$ cat src/rtl/mbist_pkg.sv
`default_nettype none
// +--------------------------------------------------------------------------+
// | mbist_pkg : states, March C- element tables and op-count helper          |
// | Revision  : 1.0                                                          |
// +--------------------------------------------------------------------------+
package mbist_pkg;

  localparam logic [1:0] ST_IDLE  = 2'd0;
  localparam logic [1:0] ST_RUN   = 2'd1;
  localparam logic [1:0] ST_DRAIN = 2'd2;
  localparam logic [1:0] ST_DONE  = 2'd3;

  localparam logic [2:0] M0 = 3'd0;
  localparam logic [2:0] M1 = 3'd1;
  localparam logic [2:0] M2 = 3'd2;
  localparam logic [2:0] M3 = 3'd3;
  localparam logic [2:0] M4 = 3'd4;
  localparam logic [2:0] M5 = 3'd5;

  function automatic logic elem_down(input logic [2:0] e);
    return (e == M3) || (e == M4);
  endfunction

  function automatic logic [1:0] elem_ops(input logic [2:0] e);
    return ((e == M0) || (e == M5)) ? 2'd1 : 2'd2;
  endfunction

  function automatic logic elem_last_op(input logic [2:0] e, input logic op);
    return {1'b0, op} == (elem_ops(e) - 2'd1);
  endfunction

  // Every element opens with a read except M0, which only writes.
  function automatic logic op_is_read(input logic [2:0] e, input logic op);
    return (e != M0) && !op;
  endfunction

  function automatic logic op_data(input logic [2:0] e, input logic op);
    case (e)
      M1, M3:  return op;
      M2, M4:  return !op;
      default: return 1'b0;
    endcase
  endfunction

  function automatic int unsigned total_ops(input int unsigned addr_w);
    return 32'd10 << addr_w;
  endfunction

endpackage
`default_nettype wire

$ cat src/rtl/mbist_addr_gen.sv
`default_nettype none
// +--------------------------------------------------------------------------+
// | mbist_addr_gen : up/down address counter with load and terminal flag     |
// | Revision       : 1.0                                                     |
// +--------------------------------------------------------------------------+
module mbist_addr_gen #(
  parameter int ADDR_W = 8
) (
  input  logic              clk,
  input  logic              rst_n,
  input  logic              en,
  input  logic              load,
  input  logic              down,
  input  logic [ADDR_W-1:0] load_val,
  output logic [ADDR_W-1:0] addr,
  output logic              term
);

  localparam logic [ADDR_W-1:0] C_ONE = {{(ADDR_W-1){1'b0}}, 1'b1};

  logic [ADDR_W-1:0] addr_q;
  logic [ADDR_W-1:0] addr_d;

  always_comb begin
    addr_d = addr_q;
    if (load)
      addr_d = load_val;
    else if (en)
      addr_d = down ? (addr_q - C_ONE) : (addr_q + C_ONE);
  end

  always_ff @(posedge clk or negedge rst_n) begin
    if (!rst_n)
      addr_q <= '0;
    else
      addr_q <= addr_d;
  end

  // Terminal value depends on direction, so a wrap is never mistaken for an end.
  assign term = down ? (addr_q == '0) : (addr_q == '1);
  assign addr = addr_q;

endmodule
`default_nettype wire

$ cat src/rtl/mbist_march_ctrl.sv
`default_nettype none
// +--------------------------------------------------------------------------+
// | mbist_march_ctrl : March C- sequencer with read compare and fail capture |
// | Revision         : 1.0                                                   |
// +--------------------------------------------------------------------------+
module mbist_march_ctrl
  import mbist_pkg::*;
#(
  parameter int ADDR_W = 8,
  parameter int DATA_W = 4
) (
  input  logic              clk,
  input  logic              rst_n,
  input  logic              start,
  input  logic [DATA_W-1:0] rdata,
  output logic [ADDR_W-1:0] addr,
  output logic              we,
  output logic              re,
  output logic [DATA_W-1:0] wdata,
  output logic              busy,
  output logic              done,
  output logic              fail,
  output logic [ADDR_W-1:0] fail_addr,
  output logic [2:0]        fail_elem
);

  logic [1:0]        state_q, state_d;
  logic [2:0]        elem_q, elem_d;
  logic              op_q, op_d;
  logic              we_q, we_d, re_q, re_d;
  logic [DATA_W-1:0] wdata_q, wdata_d;
  logic              busy_q, busy_d, done_q, done_d;
  logic              fail_q, fail_d;
  logic [ADDR_W-1:0] fail_addr_q, fail_addr_d;
  logic [2:0]        fail_elem_q, fail_elem_d;
  logic              rd_vld_q, rd_vld_d;
  logic [DATA_W-1:0] exp_data_q, exp_data_d;
  logic [ADDR_W-1:0] exp_addr_q, exp_addr_d;
  logic [2:0]        exp_elem_q, exp_elem_d;

  logic              ag_en, ag_load, ag_down, ag_term, issue;
  logic [ADDR_W-1:0] ag_load_val, ag_addr;

  mbist_addr_gen #(.ADDR_W(ADDR_W)) u_addr_gen (
    .clk      (clk),
    .rst_n    (rst_n),
    .en       (ag_en),
    .load     (ag_load),
    .down     (ag_down),
    .load_val (ag_load_val),
    .addr     (ag_addr),
    .term     (ag_term)
  );

  always_comb begin
    state_d     = state_q;
    elem_d      = elem_q;
    op_d        = op_q;
    fail_d      = fail_q;
    fail_addr_d = fail_addr_q;
    fail_elem_d = fail_elem_q;
    ag_en       = 1'b0;
    ag_load     = 1'b0;
    ag_load_val = '0;
    ag_down     = elem_down(elem_q);
    issue       = 1'b0;

    // The op being driven now becomes the compare context for next cycle's rdata.
    rd_vld_d   = (state_q == ST_RUN) && re_q;
    exp_data_d = wdata_q;
    exp_addr_d = ag_addr;
    exp_elem_d = elem_q;

    if (rd_vld_q && (rdata != exp_data_q) && !fail_q) begin
      fail_d      = 1'b1;
      fail_addr_d = exp_addr_q;
      fail_elem_d = exp_elem_q;
    end

    case (state_q)
      ST_IDLE, ST_DONE: begin
        if (start) begin
          state_d     = ST_RUN;
          elem_d      = M0;
          op_d        = 1'b0;
          ag_load     = 1'b1;
          issue       = 1'b1;
          fail_d      = 1'b0;
          fail_addr_d = '0;
          fail_elem_d = '0;
        end
      end
      ST_RUN: begin
        if (!elem_last_op(elem_q, op_q)) begin
          op_d  = 1'b1;
          issue = 1'b1;
        end else if (!ag_term) begin
          op_d  = 1'b0;
          ag_en = 1'b1;
          issue = 1'b1;
        end else if (elem_q != M5) begin
          elem_d      = elem_q + 3'd1;
          op_d        = 1'b0;
          ag_load     = 1'b1;
          ag_load_val = elem_down(elem_q + 3'd1) ? '1 : '0;
          issue       = 1'b1;
        end else begin
          state_d = ST_DRAIN;
        end
      end
      ST_DRAIN: state_d = ST_DONE;
      default:  state_d = ST_IDLE;
    endcase

    we_d    = issue && !op_is_read(elem_d, op_d);
    re_d    = issue && op_is_read(elem_d, op_d);
    wdata_d = issue ? {DATA_W{op_data(elem_d, op_d)}} : wdata_q;
    busy_d  = (state_d == ST_RUN) || (state_d == ST_DRAIN);
    done_d  = (state_d == ST_DONE);
  end

  always_ff @(posedge clk or negedge rst_n) begin
    if (!rst_n) begin
      state_q     <= ST_IDLE;
      elem_q      <= M0;
      op_q        <= 1'b0;
      we_q        <= 1'b0;
      re_q        <= 1'b0;
      wdata_q     <= '0;
      busy_q      <= 1'b0;
      done_q      <= 1'b0;
      fail_q      <= 1'b0;
      fail_addr_q <= '0;
      fail_elem_q <= '0;
      rd_vld_q    <= 1'b0;
      exp_data_q  <= '0;
      exp_addr_q  <= '0;
      exp_elem_q  <= '0;
    end else begin
      state_q     <= state_d;
      elem_q      <= elem_d;
      op_q        <= op_d;
      we_q        <= we_d;
      re_q        <= re_d;
      wdata_q     <= wdata_d;
      busy_q      <= busy_d;
      done_q      <= done_d;
      fail_q      <= fail_d;
      fail_addr_q <= fail_addr_d;
      fail_elem_q <= fail_elem_d;
      rd_vld_q    <= rd_vld_d;
      exp_data_q  <= exp_data_d;
      exp_addr_q  <= exp_addr_d;
      exp_elem_q  <= exp_elem_d;
    end
  end

  assign addr      = ag_addr;
  assign we        = we_q;
  assign re        = re_q;
  assign wdata     = wdata_q;
  assign busy      = busy_q;
  assign done      = done_q;
  assign fail      = fail_q;
  assign fail_addr = fail_addr_q;
  assign fail_elem = fail_elem_q;

endmodule
`default_nettype wire

$ cat config.mk
export PLATFORM = sky130hd
export DESIGN_NAME = mbist_march_ctrl
export DESIGN_NICKNAME = d
export VERILOG_FILES = /design/src/rtl/mbist_pkg.sv /design/src/rtl/mbist_addr_gen.sv /design/src/rtl/mbist_march_ctrl.sv
export SDC_FILE = /design/constraint.sdc
export NUM_CORES = 1
export LEC_CHECK = 0
export ABC_CLOCK_PERIOD_IN_PS = 3000
export CORE_ASPECT_RATIO = 1.2
export CORE_UTILIZATION = 40
export CTS_CLUSTER_SIZE = 24
export DETAILED_ROUTE_END_ITERATION = 16
export HOLD_SLACK_MARGIN = 0.1
export PLACE_DENSITY_LB_ADDON = 0.05
export SYNTH_ARGS = -nofsm -noshare
export SYNTH_HDL_FRONTEND = slang
export SYNTH_SLANG_ARGS = --single-unit
export TNS_END_PERCENT = 10
$ cat constraint.sdc
create_clock -name clk -period 3 [get_ports clk]
set_input_delay 0.3 -clock clk [delete_from_list [all_inputs] [get_ports clk]]
set_output_delay 0.3 -clock clk [all_outputs]
set_load 0.005 [all_outputs]
==> results of run 1 <==
[routing by layer]
layer | routed length, um | global-route usage | up-vias
li1 | - | - | 801
met1 | 2170 | 0.229 | 759
met2 | 1930 | 0.245 | 32
met3 | 161 | 0.0338 | 7
met4 | 46 | 0.0436 | 0
met5 | 0 | 0 | -
[stage by stage]
step / std cells / instance area (um2) / worst slack, ns
final: 308 / 2740 / 0.432
after global routing: 308 / 2740 / 0.231
after CTS: 308 / 2740 / 0.415
after detailed placement: 300 / 2630 / 0.425
after global placement: 300 / 2630 / 0.400
after floorplan: 208 / 2240 / 0.623
[worst max-delay path, delay by kind of cell, from the launching register on]
kind                     cells  cell delay, ns
buffers and inverters        1            0.11
adder cells (fa/ha/maj)      1            0.22
multiplexers                 1            0.34
AO/OA/AOI/OAI                3            0.61
flip-flops                   1            0.41
AND/OR/NAND/NOR              3            0.75
[kinds of logic (layout without fill, tap and decap cells)]
family	count (synthesis)	in the layout
xor gates and xnor gates	9	9
muxes	14	14
buffers and inverters	18	56
AOI/OAI and AO/OA	39	39
adders and majority gates	14	14
DFF	44	44
and+or+nand+nor	70	70
[synthesized netlist by cell type (4+ instances only)]
| master | instances |
|---|---|
| inv_1 | 12 |
| o21ai_0 | 5 |
| dfrtp_1 | 44 |
| mux2i_1 | 12 |
| a21oi_1 | 13 |
| ha_1 | 13 |
| nor3_1 | 4 |
| nor2_1 | 29 |
| nand3_1 | 5 |
| nand2_1 | 10 |
| xnor2_1 | 6 |
[area by class of cell]
class | instances | area share
sequential | 44 | 0.401
inverter | 12 | 0.0164
clock buffer | 5 | 0.0251
tap | 62 | 0.0283
clock inverter | 3 | 0.0155
multi-input combinational | 146 | 0.385
timing repair buffer | 36 | 0.128
[power by group]
part / internal [mW] / switching (mW) / leakage, nW / total (mW)
Combinational: 0.437 / 0.444 / 0.610 / 0.881
Sequential: 0.757 / 0.158 / 0.565 / 0.916
Clock: 0.246 / 0.202 / 0.0541 / 0.449
Total: 1.44 / 0.805 / 1.23 / 2.24
[worst paths after layout]
kind / cells after the start / to
max: 9 / re
min: 1 / done
max reg2reg: 9 / re
min reg2reg: 0 / exp_elem_q[0]
max in group asynchronous: 1 / u_addr_gen.addr[6]
min in group clk: 0 / exp_elem_q[0]
[registers in the layout, indices dropped and copies added, names as in the netlist]
name             count
exp_addr_q           8
fail_addr            8
u_addr_gen.addr      8
elem_q               3
exp_elem_q           3
fail_elem            3
state_q              2
busy                 1
done                 1
exp_data_q           1
fail                 1
op_q                 1
rd_vld_q             1
re                   1
wdata                1
we                   1
[cells in the final DEF (no fill, tap or decap), types with 3 or more instances in the layout]
cell type         n
o21ai_0           5
ha_1             13
and3_1            3
inv_1            12
nand3_1           5
dfrtp_1          44
a21oi_1          13
nand2_1          10
nor2_1           29
nor3_1            4
mux2i_1          12
xnor2_1           6
clkbuf_8          5
clkdlybuf4s50_1  33
nor4_1            3
o211ai_1          3
==> flow_summary.toml, run 1 <==
[worst_setup_path]
cp_max_fo = 10
critPathMaxStageDelay_ns = 0.41
worstSetupPathType = "reg2reg"
cp_data_arrival_time_ns = 2.72
r2r-start = "elem_q[0]"
timing.critical_path.required_ns = 3.16
regToRegSetupSlack_ns = 0.43
end_kind = "flop"
start_kind = "flop"
crit_slowest_cell = "dfrtp_1"
critical_path.cell_chain = "inv_1 -> ha_1 -> mux2_4 -> nor3_4 -> o211a_1 -> o21ai_1 -> a22o_1 -> or3_4 -> nor3b_1"
startpoint = "elem_q[0]"

[layout]
area_delta_synth_final_pct = 22.2
drive_gt1_frac = 0.0894
final_util = 0.514
multi_input_area_um2 = 1060
nets = 266
fill_cells = 495
ff_latch_area_um2 = 1100
antenna_cells = 0

[sta]
max_freq_mhz = 389
finalSetupViolCount = 0
fin_skew_ns = 0.00701
drv_slew = 0
slew_headroom = 0.215
tightestPinTransition_ns = 1.17
tns_ns = 0
hold_viol = 0
timing.hold.ws_ns = 0.150
rsz0062_at_grt = "no"
period_needed_ns = 2.57
final.period_utilization = 0.856

[logic_synthesis]
synthTopCellsByArea = "dfrtp_1 49%, ha_1 7.2%, mux2i_1 5.4%"
synth_nets = 229
synth_cell_types = 49
synth_seq_area_share = 0.491
synth_top_family_by_area = "simple AND/OR/NAND/NOR gates"
syn_inst = 208
muxShareOfSynthArea = 0.0669
synth_simple_gate_area_frac = 0.157
ys_async_sr_fraction = 1.00
synth.avg_cell_area_um2 = 10.8
synth-xor-area-share = 0.0385
synth_warnings = 0
ys_ff_latch = 44
synth_ff_type = "dfrtp_1"
synth-adder-area-share = 0.0814
synth_enable_flop_cells = 0
syn_area_um2 = 2240
synth_compound_area_frac = 0.127
netlist.top_cell.by_area = "dfrtp_1"
synth_top_area_share = 0.491

[floorplan]
coreArea_um2 = 5330
io_pins = 35
rows = 29
die_height_um = 84.1
start_util = 0.421
die-width_um = 70.4
dieArea_um2 = 5920

[clocking]
cts-resized-gates = 0
cts-root-buf = "clkbuf_8"
tritoncts = "yes"
post_cts_buffers = 0
clkLatencyLatePin_ns = 0.29
numCtsBuffers = 5
clock_sinks = 44
htree_levels = 2
clockBufferDepth = 2
ctsHoldBuffers = 0
cts.clk_slew.worst_paths_ns = 0.08

[routing]
drtIter0Drc = 60
ant_nets = 0
wl_per_cell_um = 14.0
vias_per_cell = 5.19
wirelength_um = 4310
drc_errors = 0
drt_pass1_iterations = 6
vias = 1599

[global_routing]
grt_start_max_net_pins = 45
grt_pass1_vias = 1536
grtUsageTotal = 0.160
grt_pass1_wl_um = 7470
antenna_found_initial = 0
grt-ovfl-total = 0

[outcome]
status = "complete, no violations"

[power]
p_total_mw = 2.24
p_leak_nw = 1.23
power_density_nw_per_um2 = 818
vdd_drop_max_mv = 0.421

[place]
placement.io_buffers = 34
gp_congestion = 0.837
dp_hpwl_um = 3140

[min_path]
hp-class = "in2async"

[run]
drv_cap = 0
No activity file was read; power rests on OpenSTA's default activity.
==> run 2: changes to the inputs <==
--- a/config.mk
+++ b/config.mk
@@ -6,8 +6,10 @@
 export NUM_CORES = 1
 export LEC_CHECK = 0
 export ABC_CLOCK_PERIOD_IN_PS = 3000
+export CAP_MARGIN = 5
 export CORE_ASPECT_RATIO = 1.2
 export CORE_UTILIZATION = 40
+export CTS_BUF_LIST = sky130_fd_sc_hd__clkbuf_8
 export CTS_CLUSTER_SIZE = 24
 export DETAILED_ROUTE_END_ITERATION = 16
 export HOLD_SLACK_MARGIN = 0.1
@@ -15,4 +17,4 @@
 export SYNTH_ARGS = -nofsm -noshare
 export SYNTH_HDL_FRONTEND = slang
 export SYNTH_SLANG_ARGS = --single-unit
-export TNS_END_PERCENT = 10
+export TNS_END_PERCENT = 100
==> results of run 2 <==
No change in the layout: final DEF, timing and power equal those of run 1.
